## src/rtl/icache_refill_unit_pkg.sv

```systemverilog
// Shared constants and state encoding for the instruction-cache refill path.
// The width macros are provided here only when no project-wide definition exists.
`ifndef PC_SIZE
`define PC_SIZE 32
`endif
`ifndef MEMORY_WORD
`define MEMORY_WORD 32
`endif

package icache_refill_unit_pkg;

  // Line size shared with fetch_unit's cache so both sides agree on the line geometry.
  localparam int icache_line_words = 16;

  typedef enum logic [2:0] {
    IDLE,
    REQ,
    WAIT,
    DRAIN,
    DONE
  } refill_state_t;

endpackage

```

## src/rtl/icache_refill_unit.sv

```systemverilog
// Instruction-cache refill controller: fetches one line, critical word first, one
// outstanding request at a time, and streams each word to the fetch unit as it lands.
module icache_refill_unit
  import icache_refill_unit_pkg::*;
#(
  parameter int ADDR_W     = `PC_SIZE,
  parameter int WORD_W     = `MEMORY_WORD,
  parameter int LINE_WORDS = icache_line_words,
  localparam int IDX_W     = $clog2(LINE_WORDS)
) (
  input  logic              clk,
  input  logic              rst,
  input  logic              miss_cache,
  input  logic [ADDR_W-1:0] ram_address,
  output logic [WORD_W-1:0] mem_word,
  output logic              word_ready,
  output logic [IDX_W-1:0]  word_idx,
  output logic              refill_done,
  output logic              busy,
  output logic              mem_req,
  output logic [ADDR_W-1:0] mem_addr,
  input  logic              mem_gnt,
  input  logic              mem_rvalid,
  input  logic [WORD_W-1:0] mem_rdata
);

  refill_state_t     state_q, state_d;
  logic [ADDR_W-1:0] base_q, base_d;
  logic [IDX_W-1:0]  idx_q, idx_d;
  logic [IDX_W-1:0]  cnt_q, cnt_d;
  logic              armed_q, armed_d;

  logic [WORD_W-1:0] mem_word_q, mem_word_d;
  logic              word_ready_q, word_ready_d;
  logic [IDX_W-1:0]  word_idx_q, word_idx_d;
  logic              refill_done_q, refill_done_d;
  logic              busy_q, busy_d;
  logic              mem_req_q, mem_req_d;
  logic [ADDR_W-1:0] mem_addr_q, mem_addr_d;

  logic [IDX_W-1:0]  idx_inc;
  logic              last_word;

  function automatic logic [ADDR_W-1:0] line_addr(input logic [ADDR_W-1:0] base,
                                                  input logic [IDX_W-1:0]  idx);
    return base | {{(ADDR_W-IDX_W){1'b0}}, idx};
  endfunction

  // Index wraps inside the line, so a critical-word-first fetch visits every slot once.
  assign idx_inc   = idx_q + IDX_W'(1);
  assign last_word = (cnt_q == IDX_W'(LINE_WORDS - 1));

  always_ff @(posedge clk or posedge rst) begin
    if (rst) begin
      state_q       <= IDLE;
      base_q        <= '0;
      idx_q         <= '0;
      cnt_q         <= '0;
      armed_q       <= 1'b1;
      mem_word_q    <= '0;
      word_ready_q  <= 1'b0;
      word_idx_q    <= '0;
      refill_done_q <= 1'b0;
      busy_q        <= 1'b0;
      mem_req_q     <= 1'b0;
      mem_addr_q    <= '0;
    end else begin
      state_q       <= state_d;
      base_q        <= base_d;
      idx_q         <= idx_d;
      cnt_q         <= cnt_d;
      armed_q       <= armed_d;
      mem_word_q    <= mem_word_d;
      word_ready_q  <= word_ready_d;
      word_idx_q    <= word_idx_d;
      refill_done_q <= refill_done_d;
      busy_q        <= busy_d;
      mem_req_q     <= mem_req_d;
      mem_addr_q    <= mem_addr_d;
    end
  end

  always_comb begin
    state_d = state_q;
    unique case (state_q)
      IDLE:  if (miss_cache && armed_q) state_d = REQ;
      REQ: begin
        if (!miss_cache)  state_d = mem_gnt ? DRAIN : IDLE;
        else if (mem_gnt) state_d = WAIT;
      end
      WAIT: begin
        if (!miss_cache)     state_d = mem_rvalid ? IDLE : DRAIN;
        else if (mem_rvalid) state_d = last_word ? DONE : REQ;
      end
      DRAIN: if (mem_rvalid) state_d = IDLE;
      DONE:  state_d = IDLE;
      default: state_d = IDLE;
    endcase
  end

  // Any sampled low on miss_cache re-arms; a miss held high across refill_done does not retrigger.
  always_comb begin
    base_d        = base_q;
    idx_d         = idx_q;
    cnt_d         = cnt_q;
    armed_d       = armed_q | ~miss_cache;
    mem_word_d    = mem_word_q;
    word_idx_d    = word_idx_q;
    word_ready_d  = 1'b0;
    refill_done_d = 1'b0;
    mem_req_d     = mem_req_q;
    mem_addr_d    = mem_addr_q;
    busy_d        = (state_d != IDLE);
    unique case (state_q)
      IDLE: begin
        if (miss_cache && armed_q) begin
          base_d     = {ram_address[ADDR_W-1:IDX_W], {IDX_W{1'b0}}};
          idx_d      = ram_address[IDX_W-1:0];
          cnt_d      = '0;
          armed_d    = 1'b0;
          mem_req_d  = 1'b1;
          mem_addr_d = ram_address;
        end
      end
      REQ: begin
        if (mem_gnt || !miss_cache) mem_req_d = 1'b0;
      end
      WAIT: begin
        if (mem_rvalid && miss_cache) begin
          word_ready_d = 1'b1;
          mem_word_d   = mem_rdata;
          word_idx_d   = idx_q;
          idx_d        = idx_inc;
          cnt_d        = cnt_q + IDX_W'(1);
          if (!last_word) begin
            mem_req_d  = 1'b1;
            mem_addr_d = line_addr(base_q, idx_inc);
          end
        end
      end
      DONE:    refill_done_d = 1'b1;
      default: ;
    endcase
  end

  assign mem_word    = mem_word_q;
  assign word_ready  = word_ready_q;
  assign word_idx    = word_idx_q;
  assign refill_done = refill_done_q;
  assign busy        = busy_q;
  assign mem_req     = mem_req_q;
  assign mem_addr    = mem_addr_q;

endmodule

```

## config.mk

```make
export PLATFORM = sky130hd
export DESIGN_NAME = icache_refill_unit
export DESIGN_NICKNAME = d
export VERILOG_FILES = /design/src/rtl/icache_refill_unit_pkg.sv /design/src/rtl/icache_refill_unit.sv
export SDC_FILE = /design/constraint.sdc
export NUM_CORES = 1
export LEC_CHECK = 0
export ABC_CLOCK_PERIOD_IN_PS = 7400
export CAP_MARGIN = 20
export CORE_MARGIN = 2
export CORE_UTILIZATION = 40
export DETAILED_ROUTE_END_ITERATION = 7
export PLACE_DENSITY_LB_ADDON = 0.08
export SLEW_MARGIN = 25
export SYNTH_ARGS = -nofsm -noshare
export SYNTH_HDL_FRONTEND = slang
export SYNTH_SLANG_ARGS = --single-unit
```

## constraint.sdc

```tcl
create_clock -name clk -period 7.4 [get_ports clk]
set_input_delay 1.85 -clock clk [delete_from_list [all_inputs] [get_ports clk]]
set_output_delay 1.85 -clock clk [all_outputs]
set_load 0.01 [all_outputs]
```

== After elaboration in Yosys (flattened, before gate mapping) ==
Cells that the tools add are included.
Word-level totals
  register bits after elaboration: 112
  logic and storage cells: 69
  input port bits: 69
  output and inout port bits: 72
Cells by class
  bitwise logic cells: 3
  equality and inequality tests: 9
  $add $sub $neg: 2
  reductions and logical operators: 13
  multiplexer cells: 30
Operator list (number)
  32-bit 2-to-1 mux: 3
  32-bit case mux with 2 select lines: 1
  32-bit by 4-bit bitwise OR with 32-bit output: 1
  3-bit 2-to-1 mux: 7
  4-bit 2-to-1 mux: 4
  4-bit case mux with 2 select lines: 2
  3-bit case mux with 4 select lines: 1
  1-bit 2-to-1 mux: 9
  4-bit by 1-bit adder with 4-bit output, second input constant: 2
  2-bit != test, second input constant: 4
  3-bit by 2-bit equality test with 1-bit output, second input constant: 2
  3-bit nonzero test: 2
  5-bit AND reduction: 1
  4-bit equality test, second input constant: 1
  2-bit 2-to-1 mux: 2
  2-bit AND reduction: 2
  4-bit AND reduction: 1
  3-bit by 1-bit equality test with 1-bit output, second input constant: 1
  3-bit equality test, second input constant: 1
  3-bit logical NOT: 1
  1-bit case mux with 3 select lines: 1
  3-bit AND reduction: 1
  1-bit logical AND: 2
  2-bit nonzero test: 1
  other kinds (4): 4

== Logic depth before layout (Yosys ltp) ==
Gate-level depths: netlist of the first run.
  depth in word-level cells: 6
  mapped depth: 8
  gate-level depth less buffers: 5

== Worst setup path after synthesis of the first run ==
No wires, ideal clock.
  kind: input to register
  start point: in miss_cache
  end point: reg idx_q[1]
  setup slack: 4.340 ns
  data arrival time: 2.935 ns
  stages on the path: 7
  data required time: 7.275 ns
  path through: buf_4 -> nand2b_1 -> or3_1 -> buf_2 -> inv_4 -> nor2_2 -> mux2_4
On the way
  word-level cells in the longest chain between the ends: 3
  elaborated cells between the ends (all ways): 5
  classes of those cells: 2 x eq/ne; 3 x reduce/logical
Ends and longest elaborated chain
  start: declaration: RTL line icache_refill_unit.sv:13  | input logic miss_cache,
  1-bit logical AND (on tied branches): RTL line icache_refill_unit.sv:129, icache_refill_unit.sv:116
  2-bit != test (no line)
  3-bit AND reduction (no line) *
  end signal: assignment: RTL line icache_refill_unit.sv:70  | idx_q <= idx_d;
  end: declaration: RTL line icache_refill_unit.sv:29  | logic [IDX_W-1:0] idx_q, idx_d;
Every way passes the cells marked *; elsewhere a longest branch is shown, timed or not.
A chain may end at the register's enable or synchronous reset.

== Final worst setup path of the first run ==
Ends and elaborated chain as after synthesis.

==> results.tsv, run 1 <==
metric	value	unit
drt drc	0	
Area contributors post-synth	dfrtp_1 57%, nand2_1 22%, mux2_2 7.2%	
Net count, final	724	
Final Wtd Congestion	0.766	
top_reg_cell synth	dfrtp_1	
worst r2r dst	mem_addr[15]$_DFFE_PP0P_	
hold_buf cts	0	
area leader, netlist	dfrtp_1	
die area	0.0130	mm2
Post-synth EDFFs	0	
fraction of registers with async set/reset	100	%
Hold Path End	base_q[20]$_DFFE_PP0P_	
Reg area	0.00280	mm2
Num CTS Buffers	9	
post-cts sizing count	0	
# rows	40	
Final Max Slew Viols	0	
final cell count without fillers	805	
Vias	3839	
crit path kind	input pin to flop	
Hold Path Class	flop to flop	
port bufs	140	
outcome	completed	
Mapped Area	0.00486	mm2
synth unique cells	40	
share of the synthesized area in the top cell type	57.1	%
Die Wd	114	um
YS warnings	0	
die height	114	um
Synth-to-Final Area Change	35.6	%
Tmin final	3870	ps
VDD IR max	0.000187	V
Worst R2R Setup Slack	4920	ps
post-layout util	55.4	%
CP arrival	4110	ps
Worst Setup End Kind	flop	
MaxCap Viol Count	0	
Final Hold Viols	0	
largest net degree at the start of global routing	79	
Setup Fix Bufs, Post-CTS	0	
Syn Area/Cell	9.26	um2
clock skew	10.7	ps
Starting Density	40.8	%
worst hold slack	474	ps
Fin Setup TNS	0	ps
Synth Instances	525	
RSZ-0062 raised after global routing	no	
FF-to-FF path depth	5	
Fill cells	1071	
initial antenna violation count	0	
clock latency on the worst-skew pair	350	ps
r2r startpoint	cnt_q[0]$_DFFE_PP0P_	
Vias per Instance	4.77	
vias in the first global route	3776	
DP HPWL	7360	um
Setup crit start kind	input pin	
root buf cell	clkbuf_16	
Placed Cells	789	
Crit Path Max Fanout	44	
Fmax achieved	258	MHz
hold path cells	2	
CTS tree	yes	
first-pass GRT wire length	18700	um
routed wire length	11300	um
footprint of the multi-input gates	0.00185	mm2
LEAKAGE	3.23	nW
Total GRT Usage	18.2	%
Initial DRC Count	237	
Remaining Overflow, GRT	0	
number of synthesized register bits	112	
ratio of final minimum period to clock period	52.3	%
first drt pass iteration count	7	
Tot Pwr	2.66	mW
I/O pin cnt	141	
Slew headroom	37.3	%
endpoints failing setup	0	
Post-DRT Antenna Nets	0	
Worst-Margin Slew	939	ps
syn_nets	596	
Worst-path clk slew	70	ps
CP required	7640	ps
antenna fix cells	0	
Power Density	403	mW/mm2
clk sinks	112	
sequential fraction of the synthesis area	57.7	%
Clock Tree Buf Depth	2	
CORE AREA	0.0119	mm2
Avg WL per Cell	14.1	um
Min-Delay Startpoint	base_q[20]$_DFFE_PP0P_	
H-Tree Depth	3	
share of post-route cells with drive strength above 1	9.27	%
[kinds of logic after synthesis]
kind of cell    Yosys count  share of synthesized area (%)
buf+inv                  35                           4.45
xor+xnor                  4                          0.721
flops                   112                           57.7
mux                      34                           7.90
simple gates            314                           25.6
compound gates           24                           3.09
fa+ha+maj                 2                          0.515
[layout make-up]
class,count,share of cell area (%)
clock buffer,10,3.62
clock inverter,6,0.664
timing repair buffer,146,22.0
multi-input combinational,378,28.0
tap,147,2.79
sequential,112,42.5
inverter,6,0.417
[critical path: stages]
cell and delay, ps:
clkdlybuf4s50_1 650, nand2b_1 110, or3_1 350, buf_4 270
inv_4 390, nor2_2 140, mux2_4 310
[placed cells by master (no fill, tap or decap), types with 3 or more instances in the layout]
cell	count
a21oi_1	6
xnor2_1	4
nor2_1	6
o21ai_0	8
clkdlybuf4s50_1	140
mux2_2	31
clkbuf_16	9
inv_1	4
nand3_1	6
nand2_1	285
dfrtp_1	111
o22a_1	3
buf_4	5
[metrics by stage]
step	setup WS, ps	cell area, um2
6_report	3530	6590
5_1_grt	3380	6590
4_1_cts	3530	6590
3_5_place_dp	3160	6310
3_3_place_gp	3180	6310
2_1_floorplan	2590	4860
[metal layers]
metal  wire length [um]  global-route usage, %
met5                  0                      0
met4                118                   5.12
met3                725                   5.61
met2               5110                   29.0
met1               5360                   24.1
[registers in the layout, indices dropped and copies added (netlist names)]
signal,count
mem_addr,32
mem_word,32
base_q,28
cnt_q,4
idx_q,4
word_idx,4
state_q,3
armed_q,1
busy,1
mem_req,1
refill_done,1
word_ready,1
[power breakdown]
| part | switching (mW) | leakage (nW) | internal, mW | total (mW) |
|---|---|---|---|---|
| Combinational | 0.512 | 1.70 | 0.612 | 1.12 |
| Clock | 0.220 | 0.139 | 0.239 | 0.459 |
| Sequential | 0.175 | 1.39 | 0.898 | 1.07 |
| Total | 0.908 | 3.23 | 1.75 | 2.66 |
[worst max-delay path by stage]
stage                from                endpoint  slack, ps  cells past startpoint
5_1_grt        miss_cache    idx_q[1]$_DFFE_PP0P_       3380                      7
3_3_place_gp   miss_cache    idx_q[1]$_DFFE_PP0P_       3180                      7
3_5_place_dp   miss_cache    idx_q[1]$_DFFE_PP0P_       3160                      7
4_1_cts        miss_cache    idx_q[1]$_DFFE_PP0P_       3530                      7
2_1_floorplan         rst  base_q[10]$_DFFE_PP0P_       2590                      1
6_report       miss_cache    idx_q[1]$_DFFE_PP0P_       3530                      7
[Yosys cell counts, types with 2 or more instances]
cell        n
mux2i_1     2
nand3_1     7
buf_6       2
nor2_1      6
nand2b_1    2
nor2b_1     2
a21oi_1     6
buf_4       5
buf_1       3
buf_2      12
clkbuf_1    4
dfrtp_1   111
nand2_1   285
mux2_2     31
and3_1      2
o21ai_0     8
buf_8       3
inv_1       5
xnor2_1     4
ha_1        2
o22a_1      3
o22ai_1     2
Note: power is estimated with default switching activity, not from simulation.
==> run 2: changes to the inputs <==
Settings changed: ABC_CLOCK_PERIOD_IN_PS 7400 to 3200.
Clock period 7.4 ns to 3.2 ns, I/O delays scaled along.
==> results.tsv, run 2 (synthesized netlist as in run 1, its figures left out) <==
metric	value	unit
post-cts sizing count	0	
Clock Tree Buf Depth	2	
# rows	40	
H-Tree Depth	3	
clk sinks	112	
placed inst area	0.00636	mm2
CORE AREA	0.0119	mm2
Hold Path Class	flop to flop	
Net count, final	729	
antenna fix cells	0	
Post-DRT Antenna Nets	0	
Tmin final	2390	ps
Final Wtd Congestion	0.750	
hold path cells	2	
clock latency on the worst-skew pair	340	ps
commonest cells after routing, fill and taps aside	285 x nand2_1, 140 x clkdlybuf4s50_1, 111 x dfrtp_1, 31 x mux2_2, 10 x buf_4	
LEAKAGE	3.23	nW
largest net degree at the start of global routing	113	
I/O pin cnt	141	
most common library cell in the layout ignoring fill and taps	nand2_1	
routed wire length	11200	um
Fill cells	1083	
RSZ-0062 raised after global routing	no	
endpoints failing setup	0	
vias in the first global route	3789	
first drt pass iteration count	4	
Power Density	925	mW/mm2
FF-to-FF path depth	5	
CP dominant cell by count	nand2_1	
CP cell instances	clkdlybuf4s50_1 -> nand2b_1 -> or3_1 -> inv_4 -> buf_4 -> nand2_1 -> nand2_1	
Final Max Slew Viols	0	
Slew headroom	42.8	%
share of post-route cells with drive strength above 1	9.35	%
Setup crit start kind	input pin	
die height	114	um
CP required	3480	ps
Worst Setup End Kind	flop	
Die Wd	114	um
initial antenna violation count	0	
Total GRT Usage	18.1	%
port bufs	140	
CTS tree	yes	
Worst-Margin Slew	857	ps
clock skew	6.68	ps
Num CTS Buffers	9	
Vias per Instance	4.81	
first-pass GRT wire length	18600	um
Reg area	0.00280	mm2
Avg WL per Cell	13.9	um
Final Hold Viols	0	
Setup Fix Bufs, Post-CTS	0	
crit path kind	input pin to flop	
post-layout util	55.6	%
hold_buf cts	0	
Initial DRC Count	204	
footprint of the multi-input gates	0.00185	mm2
drt drc	0	
DP HPWL	7560	um
Fin Setup TNS	0	ps
Worst-path clk slew	70	ps
CP max-delay cell	clkdlybuf4s50_1	
fin area	0.00663	mm2
die area	0.0130	mm2
VDD IR max	0.000474	V
Starting Density	40.8	%
MaxCap Viol Count	0	
ratio of final minimum period to clock period	74.6	%
Fmax achieved	419	MHz
Crit Path Max Fanout	37	
CP arrival	2670	ps
root buf cell	clkbuf_16	
Vias	3899	
Largest stage delay, worst path	690	ps
Synth-to-Final Area Change	36.3	%
Remaining Overflow, GRT	0	
outcome	completed	
[run 2: cell count changes in the layout (fill, tap and decap cells not counted)]
cell,change
buf_12,+1
clkbuf_1,+4
inv_6,-1
buf_6,-1
inv_4,-1
clkinv_4,-2
clkinvlp_4,+2
clkinv_2,-2
buf_4,+5
[run 2: through the flow]
step	cells	hold WS, ps	power (mW)	setup WS [ps]
4_1_cts	810	478	6.23	833
2_1_floorplan	525	446	3.89	1040
3_3_place_gp	794	457	5.09	542
6_report	810	471	6.13	813
3_5_place_dp	794	462	5.15	460
5_1_grt	810	500	6.60	696
[run 2: worst paths after layout]
path / startpoint / slack [ps] / to
max in group asynchronous: rst / 1780 / cnt_q[3]$_DFFE_PP0P_
hold / removal: word_idx[3]$_DFFE_PP0P_ / 470 / word_idx[3]$_DFFE_PP0P_
min in group asynchronous: rst / 960 / mem_word[19]$_DFFE_PP0P_
hold reg to reg: word_idx[3]$_DFFE_PP0P_ / 470 / word_idx[3]$_DFFE_PP0P_
setup reg to reg: state_q[1]$_DFF_PP0_ / 1120 / mem_addr[4]$_DFFE_PP0P_
setup / recovery: miss_cache / 810 / mem_word[26]$_DFFE_PP0P_
[run 2: power breakdown]
part           total (mW)  internal [mW]  switching [mW]
Sequential           2.47           2.08           0.393
Clock                1.04          0.552           0.485
Combinational        2.62           1.43            1.19
Total                6.13           4.06            2.07
[run 2: metal layers]
layer	vias to the layer above	track usage, %	routed length (um)	share of wire (%)
li1	1916	-	-	-
met2	102	29.4	5290	47
met3	12	4.45	640	5.7
met5	-	0	0	0
met4	0	6.67	173	1.5
met1	1869	23.7	5130	46
[run 2: area by class of cell]
type                       count  share of cell area, %
multi-input combinational    378                   27.8
inverter                       6                  0.434
tap                          147                   2.78
sequential                   112                   42.3
timing repair buffer         151                   22.6
clock buffer                  14                   3.83
clock inverter                 2                  0.227
[run 2: worst max-delay path: cells and delay by family]
kind                   cells  cell delay, ps
buffers and inverters      3            1150
AND/OR/NAND/NOR            4             700
